==> src/rtl/hazard_ctrl.sv <==
// hazard_ctrl: stall, flush and operand-forwarding control for a five-stage pipeline.
// Shadows destination info for E/M/W and compares it against the operands of the D-stage instruction.
module hazard_ctrl #(
  parameter int CNT_W = 32
) (
  input  logic             clk,
  input  logic             reset_n,
  input  logic [4:0]       rs_d,
  input  logic [4:0]       rt_d,
  input  logic [1:0]       tuse_rs,
  input  logic [1:0]       tuse_rt,
  input  logic [4:0]       wreg_d,
  input  logic [1:0]       tnew_d,
  input  logic [1:0]       wsrc_d,
  input  logic             md_busy,
  input  logic             md_use_d,
  output logic [2:0]       fwd_rs_d,
  output logic [2:0]       fwd_rt_d,
  output logic [2:0]       fwd_rs_e,
  output logic [2:0]       fwd_rt_e,
  output logic [2:0]       fwd_rt_m,
  output logic             stall,
  output logic             flush_e,
  output logic [CNT_W-1:0] stall_cnt
);
  localparam logic [1:0] SRC_ALU   = 2'd0;
  localparam logic [1:0] SRC_LINK  = 2'd1;
  localparam logic [2:0] SEL_RF    = 3'd0;
  localparam logic [2:0] SEL_E_PC8 = 3'd1;
  localparam logic [2:0] SEL_M_ALU = 3'd2;
  localparam logic [2:0] SEL_M_PC8 = 3'd3;
  localparam logic [2:0] SEL_W     = 3'd4;

  logic [4:0]       r_e_rs, r_e_rt, r_e_wreg;
  logic [1:0]       r_e_tnew, r_e_wsrc;
  logic [4:0]       r_m_rt, r_m_wreg;
  logic [1:0]       r_m_tnew, r_m_wsrc;
  logic [4:0]       r_w_wreg;
  logic [CNT_W-1:0] r_stall_cnt;
  logic             w_stall;

  function automatic logic hazard(input logic [4:0] src, input logic [1:0] tuse,
                                  input logic [4:0] wreg, input logic [1:0] tnew);
    return (src != 5'd0) && (src == wreg) && (tuse < tnew);
  endfunction

  // A matching M entry that is not ready yet shadows W (the stall covers that case).
  function automatic logic [2:0] sel_mw(input logic [4:0] src, input logic [4:0] m_wreg,
                                        input logic [1:0] m_tnew, input logic [1:0] m_wsrc,
                                        input logic [4:0] wb_wreg);
    logic [2:0] sel;
    if (src == 5'd0) sel = SEL_RF;
    else if (src == m_wreg) begin
      if (m_tnew != 2'd0)           sel = SEL_RF;
      else if (m_wsrc == SRC_ALU)   sel = SEL_M_ALU;
      else if (m_wsrc == SRC_LINK)  sel = SEL_M_PC8;
      else                          sel = SEL_RF;
    end
    else if (src == wb_wreg) sel = SEL_W;
    else sel = SEL_RF;
    return sel;
  endfunction

  function automatic logic [2:0] sel_d(input logic [4:0] src, input logic [4:0] e_wreg,
                                       input logic [1:0] e_tnew, input logic [1:0] e_wsrc,
                                       input logic [4:0] m_wreg, input logic [1:0] m_tnew,
                                       input logic [1:0] m_wsrc, input logic [4:0] wb_wreg);
    logic [2:0] sel;
    if ((src != 5'd0) && (src == e_wreg))
      sel = ((e_tnew == 2'd0) && (e_wsrc == SRC_LINK)) ? SEL_E_PC8 : SEL_RF;
    else
      sel = sel_mw(src, m_wreg, m_tnew, m_wsrc, wb_wreg);
    return sel;
  endfunction

  assign w_stall = hazard(rs_d, tuse_rs, r_e_wreg, r_e_tnew) |
                   hazard(rt_d, tuse_rt, r_e_wreg, r_e_tnew) |
                   hazard(rs_d, tuse_rs, r_m_wreg, r_m_tnew) |
                   hazard(rt_d, tuse_rt, r_m_wreg, r_m_tnew) |
                   (md_busy & md_use_d);

  assign stall     = w_stall;
  assign flush_e   = w_stall;
  assign stall_cnt = r_stall_cnt;

  assign fwd_rs_d = sel_d(rs_d, r_e_wreg, r_e_tnew, r_e_wsrc, r_m_wreg, r_m_tnew, r_m_wsrc, r_w_wreg);
  assign fwd_rt_d = sel_d(rt_d, r_e_wreg, r_e_tnew, r_e_wsrc, r_m_wreg, r_m_tnew, r_m_wsrc, r_w_wreg);
  assign fwd_rs_e = sel_mw(r_e_rs, r_m_wreg, r_m_tnew, r_m_wsrc, r_w_wreg);
  assign fwd_rt_e = sel_mw(r_e_rt, r_m_wreg, r_m_tnew, r_m_wsrc, r_w_wreg);
  assign fwd_rt_m = ((r_m_rt != 5'd0) && (r_m_rt == r_w_wreg)) ? SEL_W : SEL_RF;

  // Shadow pipeline advance (bubble into E on stall) and saturating stall counter.
  always_ff @(posedge clk or negedge reset_n) begin
    if (!reset_n) begin
      r_e_rs      <= 5'd0;
      r_e_rt      <= 5'd0;
      r_e_wreg    <= 5'd0;
      r_e_tnew    <= 2'd0;
      r_e_wsrc    <= 2'd0;
      r_m_rt      <= 5'd0;
      r_m_wreg    <= 5'd0;
      r_m_tnew    <= 2'd0;
      r_m_wsrc    <= 2'd0;
      r_w_wreg    <= 5'd0;
      r_stall_cnt <= '0;
    end else begin
      if (w_stall) begin
        r_e_rs   <= 5'd0;
        r_e_rt   <= 5'd0;
        r_e_wreg <= 5'd0;
        r_e_tnew <= 2'd0;
        r_e_wsrc <= 2'd0;
      end else begin
        r_e_rs   <= rs_d;
        r_e_rt   <= rt_d;
        r_e_wreg <= wreg_d;
        r_e_tnew <= tnew_d;
        r_e_wsrc <= wsrc_d;
      end
      r_m_rt   <= r_e_rt;
      r_m_wreg <= r_e_wreg;
      r_m_tnew <= (r_e_tnew == 2'd0) ? 2'd0 : (r_e_tnew - 2'd1);
      r_m_wsrc <= r_e_wsrc;
      r_w_wreg <= r_m_wreg;
      if (w_stall && (r_stall_cnt != {CNT_W{1'b1}}))
        r_stall_cnt <= r_stall_cnt + CNT_W'(1);
      else
        r_stall_cnt <= r_stall_cnt;
    end
  end
endmodule

==> config.mk <==
export PLATFORM = sky130hd
export DESIGN_NAME = hazard_ctrl
export DESIGN_NICKNAME = d
export VERILOG_FILES = /design/src/rtl/hazard_ctrl.sv
export SDC_FILE = /design/constraint.sdc
export NUM_CORES = 1
export LEC_CHECK = 0
export ABC_AREA = 1
export CORE_MARGIN = 2
export CORE_UTILIZATION = 59
export CTS_BUF_LIST = sky130_fd_sc_hd__clkbuf_4
export DETAILED_ROUTE_END_ITERATION = 6
export GPL_ROUTABILITY_DRIVEN = 1
export PLACE_DENSITY = 0.94
export RECOVER_POWER = 100
export SLEW_MARGIN = 10
export SYNTH_ARGS = -nofsm -noshare
export SYNTH_HDL_FRONTEND = slang
export SYNTH_SLANG_ARGS = --single-unit
==> constraint.sdc <==
create_clock -name clk -period 4.41 [get_ports clk]
set_input_delay 0.882 -clock clk [delete_from_list [all_inputs] [get_ports clk]]
set_output_delay 0.882 -clock clk [all_outputs]
set_load 0.005 [all_outputs]
==> run summary, run 1 <==
The flow ran to the end, but the final reports show violations. The final reports fail on capacitance limit, slew limit. The number of gates resized after CTS was 0. The critical path in this run is classified as primary input to primary output. The post-synthesis instance total came out at 578. The largest stage delay on the critical path came out at 0.62 ns. Measured on the finished design, the core utilization comes to 72.5%. The detailed-route wire length came out at 11.2 mm.

The max-slew violation count was 73. The tightest hold path in the finished design has a slack of 0.396 ns. The post-detailed-route count of antenna-violating nets is 0. The number of antenna diodes came out at 0.

The number of sinks handled by clock tree synthesis is 70. The setup slack of the most critical reg-to-reg path is 1.08 ns. The data required time of the worst path came out at 3.53 ns. The first-pass GRT wire length came out at 18.2 mm. Of all nets on the critical path, the largest fanout is 5.

The count of endpoints failing setup in the final report is 0. The analysis attributes to cell leakage a power of 2.65 nW. Pin placement for this block handled 76 I/O pins.

The die covers 8010 µm². The count of buffers inserted at the top-level ports came out at 73. In the global route stage, overall resource usage came out at 30.3%.

The number of fillers in the final layout came out at 558. The root cell of the clock tree is sky130_fd_sc_hd__clkbuf_4. The quantity of hold-fixing buffers added after cts came out at 0. The number of core rows is 31. OpenSTA, run right after detailed placement, puts the worst setup slack at 0.593 ns.

Setup repair after global routing left no endpoint under its margin. The summed instance area of the synthesized netlist is 4310 µm². TritonCTS built the clock tree. The actual slew at the worst max-slew pin is 1.91 ns.

TritonCTS created 9 clock buffers. The overall via count from detail_route came out at 4054. The maximum operating frequency is 0.250 GHz.

The clock tree buffer depth is 2. The height of the die is 89.5 µm. In this run, distinct cell masters in the synthesized netlist total 31. The placeable core region is 7180 µm². The total congestion overflow after global routing is 0. At the worst endpoint, the arrival time is 3.11 ns.

Dividing the final minimum period by the clock period gives 90.6%. The average size of a mapped cell is 7.46 µm². The final weighted congestion in routability-driven placement came out at 0.909. At the end of the flow, the number of nets in the layout was 675. The via count of the first global-routing pass is 3883.

The maximum number of pins on one net before global-route repair is 53. The post-route setup TNS is 0 ns. The share of cells above drive strength 1 is 3.86%. On the critical path the largest part of the delay comes from buffers and inverters. In this run the worst hold path is classified as flop to flop. The die is 89.5 µm wide.

The power after layout is 1.52 mW. Walking the worst path, the cells encountered are dlygate4sd3_1, nor2_1, nand4_1, nand4_1, inv_1, nor3_1, nand2_1, nand2_1, dlygate4sd3_1. The setup fix buffers added after clock tree synthesis is 0. The power density of the placed cells came out at 293 nW/µm². The largest clock skew in the final design came out at 0.0127 ns.

The effective utilization at floorplan is 60.1%. After the flow finishes, the layout carries non-filler instances totaling 746. After clock tree synthesis, the clock-pin slew on the worst setup and hold paths is 0.12 ns. The average wire length per cell after detail routing came out at 15.1 µm. Including well taps, the total number of placed cells is 731. The relative slew slack is -27.1%. The H-tree was split into 3 levels. The largest individual stage delay along the critical path comes from the cell sky130_fd_sc_hd__dlygate4sd3_1. The initial detailed-routing violation count is 350. The initial antenna violation count was 0. Of the synthesized area, sequential elements account for 40.6%. The instance area at placement is 5060 µm². After legalization and detailed placement, the total HPWL measured 8.44 mm.

The final critical-path setup slack is 0.415 ns. The worst-case IR drop observed on VDD is 226 µV. The count of endpoints failing hold in the final timing report came to 0. The finished layout cell area is 5200 µm². The worst setup path is captured at a primary output. The synthesis-to-finish area growth came out at 20.6%. The DRC violation count after routing is 0. The number of buffers and inverters on the critical path is 3. The smallest clock period supported by the final layout is computed as 3.99 ns. The clock latency reported for the late side of the worst-skew pair came out at 0.42 ns.

The detailed-route vias per instance is 5.43. The total of max-cap violations is 2. The number of warning messages in the yosys log is 0. Before antenna repair, the detailed router went through 5 iterations. The number of storage elements in the synthesis netlist is 70. STA classifies the critical path startpoint as a primary input.
[layer usage]
metal | global-route usage, % | up-vias | wire length (µm)
met5 | 0 | - | 0
met2 | 50.4 | 174 | 5510
met3 | 6.28 | 31 | 813
li1 | - | 1927 | -
met4 | 12.6 | 0 | 306
met1 | 38.5 | 1922 | 4600
[Yosys cell counts (all sizes together)]
cell type | n | area, µm²
or2 | 1 | 6.26
dfrtp | 70 | 1750
o41ai | 1 | 8.76
nand3b | 1 | 7.51
clkbuf | 8 | 30.0
nor3 | 16 | 80.1
xnor2 | 35 | 307
nor4b | 1 | 8.76
buf | 14 | 91.3
nand3 | 45 | 225
nor4 | 7 | 43.8
a21oi | 4 | 20.0
nor2 | 78 | 315
inv | 62 | 233
or3 | 1 | 6.26
o21ai | 2 | 10.0
nand4 | 15 | 109
ha | 5 | 62.6
xor2 | 36 | 315
nand2 | 173 | 664
a211oi | 1 | 7.51
a21o | 1 | 7.51
conb | 1 | 3.75
[cell families (layout without fill, tap and decap cells)]
| group | Yosys count | after routing | synth area share [%] |
|---|---|---|---|
| other | 1 | 2 | 0.0869 |
| adders and majority gates | 5 | 5 | 1.45 |
| DFF | 70 | 70 | 40.6 |
| and+or+nand+nor | 338 | 338 | 34.0 |
| AOI/OAI and AO/OA | 9 | 9 | 1.25 |
| buffers and inverters | 84 | 152 | 8.21 |
| xor gates and xnor gates | 71 | 71 | 14.4 |
[path summary, 6_finish.rpt]
path / depth (start not counted) / from / to
max: 9 / rs_d[0] / fwd_rs_d[0]
min: 0 / r_e_wsrc[1] / r_m_wsrc[1]
max reg2reg: 10 / r_e_tnew[1] / stall_cnt[18]
min reg2reg: 0 / r_e_wsrc[1] / r_m_wsrc[1]
max in group asynchronous: 2 / reset_n / stall_cnt[16]
min in group asynchronous: 1 / reset_n / r_e_rs[0]
[flip-flops by register name (all words and copies together) (netlist names)]
register,count
stall_cnt,32
r_e_rs,5
r_e_rt,5
r_e_wreg,5
r_m_rt,5
r_m_wreg,5
r_w_wreg,5
r_e_tnew,2
r_e_wsrc,2
r_m_tnew,2
r_m_wsrc,2
[worst reg2reg max path: stages (launching register included)]
cell	delay [ns]
sky130_fd_sc_hd__dfrtp_1	0.40
sky130_fd_sc_hd__inv_1	0.13
sky130_fd_sc_hd__ha_1	0.26
sky130_fd_sc_hd__a21o_1	0.19
sky130_fd_sc_hd__nor3_1	0.19
sky130_fd_sc_hd__nor2_1	0.08
sky130_fd_sc_hd__nand2_1	0.16
sky130_fd_sc_hd__clkbuf_2	0.84
sky130_fd_sc_hd__nand2_2	0.68
sky130_fd_sc_hd__nand2_1	0.23
sky130_fd_sc_hd__nand2_1	0.07
[report_power, final]
group | total (mW) | leakage (nW) | internal (mW) | switching, mW
clock network | 0.460 | 0.0857 | 0.227 | 0.233
logic | 0.296 | 1.65 | 0.136 | 0.160
registers | 0.766 | 0.914 | 0.689 | 0.0770
total | 1.52 | 2.65 | 1.05 | 0.470
[final cells by class]
class / count / area [µm²] / area share [%]
multi-input combinational: 425 / 2200 / 42.4
sequential: 70 / 1750 / 33.7
timing repair buffer: 75 / 733 / 14.1
inverter: 62 / 233 / 4.47
tap: 99 / 124 / 2.38
clock inverter: 6 / 87.6 / 1.68
clock buffer: 9 / 67.6 / 1.30
[layout by cell type, fill, tap and decap left out, types with 2 or more instances in the layout]
cell type / instances
sky130_fd_sc_hd__a21oi_1: 4
sky130_fd_sc_hd__bufinv_16: 2
sky130_fd_sc_hd__clkbuf_1: 2
sky130_fd_sc_hd__clkbuf_4: 9
sky130_fd_sc_hd__clkdlybuf4s50_1: 24
sky130_fd_sc_hd__clkinv_2: 2
sky130_fd_sc_hd__clkinv_4: 2
sky130_fd_sc_hd__conb_1: 2
sky130_fd_sc_hd__dfrtp_1: 70
sky130_fd_sc_hd__dlygate4sd3_1: 48
sky130_fd_sc_hd__ha_1: 5
sky130_fd_sc_hd__inv_1: 61
sky130_fd_sc_hd__nand2_1: 170
sky130_fd_sc_hd__nand2_2: 3
sky130_fd_sc_hd__nand3_1: 45
sky130_fd_sc_hd__nand4_1: 14
sky130_fd_sc_hd__nor2_1: 75
sky130_fd_sc_hd__nor2_4: 3
sky130_fd_sc_hd__nor3_1: 16
sky130_fd_sc_hd__nor4_1: 7
sky130_fd_sc_hd__o21ai_0: 2
sky130_fd_sc_hd__xnor2_1: 35
sky130_fd_sc_hd__xor2_1: 36
Power figures use the tool's default switching activity.
==> run 2: changes to the inputs <==
- CORE_MARGIN: 2 -> not set
==> run 2 against run 1 <==
Compared with the run above:
- the flow still finishes with violations (capacitance limit, slew limit)
- largest power group unchanged
- fmax rose by 1.4%
- power fell by 6.3%
- cell count fell by 0.27%
- hold slack got worse by 0.0035 ns
- die area fell by 4.4%
- highest routed layer unchanged
- largest cell class unchanged
==> run summary, run 2 (synthesis gave the netlist of run 1 again) <==
Run status: finished with violations (unchanged). Violated checks: capacitance limit, slew limit (unchanged). The root cell of the clock tree was sky130_fd_sc_hd__clkbuf_4 (unchanged).

The capturing element type of the critical path is a flop (was primary output). The power after layout is 1.43 mW (was 1.52 mW). The synthesis-to-finish area growth came to 19.6% (was 20.6%). The number of fillers in the final layout is 539 (was 558). The maximum number of pins on one net before global-route repair came out at 53 (unchanged). The die area is 7660 µm² (was 8010 µm²). The total global routing track utilization came out at 32.0% (was 30.3%). The power density of the placed cells was 276 nW/µm² (was 293 nW/µm²). The detailed-route wire length came to 11.3 mm (was 11.2 mm).

The via count of the first global-routing pass came out at 3903 (was 3883). The number of flip-flops in the largest register is 32 (unchanged). The worst supply voltage drop on vdd came out at 150 µV (was 226 µV). The worst min-delay path category is flop to flop (unchanged). Commonest cells after routing, fill and taps aside: sky130_fd_sc_hd__nand2_1 (170), sky130_fd_sc_hd__nor2_1 (75), sky130_fd_sc_hd__dfrtp_1 (70) (unchanged). The overall via count from detail_route came to 4027 (was 4054).

The area of the multi-input gates is 2200 µm² (unchanged). The average wire length per cell after detail routing came out at 15.1 µm (about the same). The count of endpoints failing hold in the final timing report came out at 0 (unchanged).

The cell total after placement was 728 (was 731). The arrival time of data at the critical path endpoint is 4.25 ns (was 3.11 ns). The number of buffers created by CTS is 9 (unchanged). The non-filler instance count after layout is 744 (was 746). The clock latency reported for the late side of the worst-skew pair came out at 0.42 ns (about the same). The total congestion overflow after global routing came out at 0 (unchanged). The category of the most critical setup path is primary input to flop (was primary input to primary output). The post-route setup TNS is 0 ns (unchanged). The number of core rows is 30 (was 31). The register clock-pin slew on the reported worst setup and hold paths came out at 0.12 ns (about the same). The actual slew at the worst max-slew pin is 2.06 ns (was 1.91 ns). The data required time of the worst path came out at 4.72 ns (was 3.53 ns). The net total in the final layout is 675 (unchanged). The CTS tree was yes (unchanged). The setup fix buffers added after clock tree synthesis is 0 (unchanged). The largest clock skew in the final design came out at 0.0117 ns (was 0.0127 ns).

The reported leakage power is 2.61 nW (was 2.65 nW). The I/O pin count is 76 (unchanged). The total of max-cap violations came out at 2 (unchanged).

The horizontal die dimension is 87.5 µm (was 89.5 µm). The number of gates resized after cts came out at 0 (unchanged). The number of H-tree levels came out at 3 (unchanged). The DRC violation count after routing came out at 0 (unchanged).

The maximum operating frequency came out at 0.254 GHz (was 0.250 GHz). The initial detailed-routing violation count came to 286 (was 350). The detailed-route vias per instance came out at 5.41 (was 5.43). The number of detailed-routing iterations run before antenna repair came out at 5 (unchanged). The clock tree buffer depth came to 2 (unchanged).

The quantity of hold-fixing buffers added after cts is 0 (unchanged). The first-pass GRT wire length was 18.4 mm (was 18.2 mm). The post-detailed-route count of antenna-violating nets is 0 (unchanged). The relative slew slack was -37.1% (was -27.1%). The final weighted congestion in routability-driven placement is 0.950 (was 0.909). The max-slew violation count is 73 (unchanged).

The number of sinks handled by clock tree synthesis was 70 (unchanged). The kind of launch point of the worst setup path is a primary input (unchanged). The initial antenna violation count came out at 0 (unchanged). The effective utilization at floorplan came out at 62.1% (was 60.1%).

The placeable core region is 6940 µm² (was 7180 µm²). The register area is 1750 µm² (unchanged). The count of buffers inserted at the top-level ports is 73 (unchanged).

Setup repair after global routing missed its margin: false (unchanged). The largest driver fanout on the critical path was 52 (was 5). The clock period minus worst slack is 3.94 ns (was 3.99 ns). The number of antenna diodes is 0 (unchanged). The height of the die came out at 87.5 µm (was 89.5 µm). The share of cells above drive strength 1 is 3.86% (about the same). The final critical-path share of the clock period is 89.3% (was 90.6%). The most frequent standard cell in the layout excluding fill and tap cells is sky130_fd_sc_hd__nand2_1 (unchanged).

The count of endpoints failing setup in the final report is 0 (unchanged). The estimated wirelength of the detail-placed design is 8.39 mm (was 8.44 mm).
-- run 2: final cells by class --
type	count	share of cell area, %
Clock buffer	9	1.31
Clock inverter	7	0.970
Inverter	62	4.51
Multi-Input combinational cell	425	42.7
Sequential cell	70	33.9
Tap cell	96	2.33
Timing Repair Buffer	75	14.2
-- run 2: through the flow --
| step | area (µm²) | setup slack [ns] | util [%] | hold WS, ns |
|---|---|---|---|---|
| 6_report | 5160 | 0.470 | 74.3 | 0.393 |
| 5_1_grt | 5160 | 0.206 | 74.3 | 0.401 |
| 4_1_cts | 5170 | 0.645 | 74.5 | 0.398 |
| 3_5_place_dp | 5060 | 0.653 | 72.8 | 0.371 |
| 3_3_place_gp | 5060 | 0.661 | 72.8 | 0.358 |
| 2_1_floorplan | 4320 | 1.51 | - | 0.352 |
-- run 2: path summary, 6_finish.rpt --
check	from	to	slack, ns	cells past startpoint
setup / recovery	rs_d[0]	stall_cnt[4]	0.47	13
hold / removal	r_e_wsrc[0]	r_m_wsrc[0]	0.39	0
setup reg to reg	r_m_wreg[1]	stall_cnt[4]	1.13	13
hold reg to reg	r_e_wsrc[0]	r_m_wsrc[0]	0.39	0
max in group asynchronous	reset_n	r_w_wreg[3]	0.95	2
min in group asynchronous	reset_n	r_e_rs[0]	1.02	1
-- run 2: power breakdown --
part	switching, mW	internal [mW]	total (mW)
Sequential	0.0749	0.689	0.764
Clock	0.248	0.115	0.363
Combinational	0.162	0.136	0.298
-- run 2: worst max-delay path: stages --
cell,delay [ns]
sky130_fd_sc_hd__dlygate4sd3_1,0.65
sky130_fd_sc_hd__inv_1,0.10
sky130_fd_sc_hd__nand2_1,0.07
sky130_fd_sc_hd__nand2_1,0.05
sky130_fd_sc_hd__nor2_1,0.22
sky130_fd_sc_hd__nand2_1,0.09
sky130_fd_sc_hd__nor3_1,0.13
sky130_fd_sc_hd__nor2_1,0.07
sky130_fd_sc_hd__nand2_1,0.16
sky130_fd_sc_hd__clkbuf_2,0.86
sky130_fd_sc_hd__nand2_2,0.68
sky130_fd_sc_hd__nand2_1,0.22
sky130_fd_sc_hd__nand2_1,0.08
-- run 2: layer usage --
layer | GRT usage (%) | vias to the layer above | share of wire (%)
li1 | - | 1926 | -
met1 | 42.7 | 1875 | 44
met2 | 52.0 | 179 | 47
met3 | 4.08 | 47 | 5.8
met4 | 15.2 | 0 | 3.8
met5 | 0 | - | 0
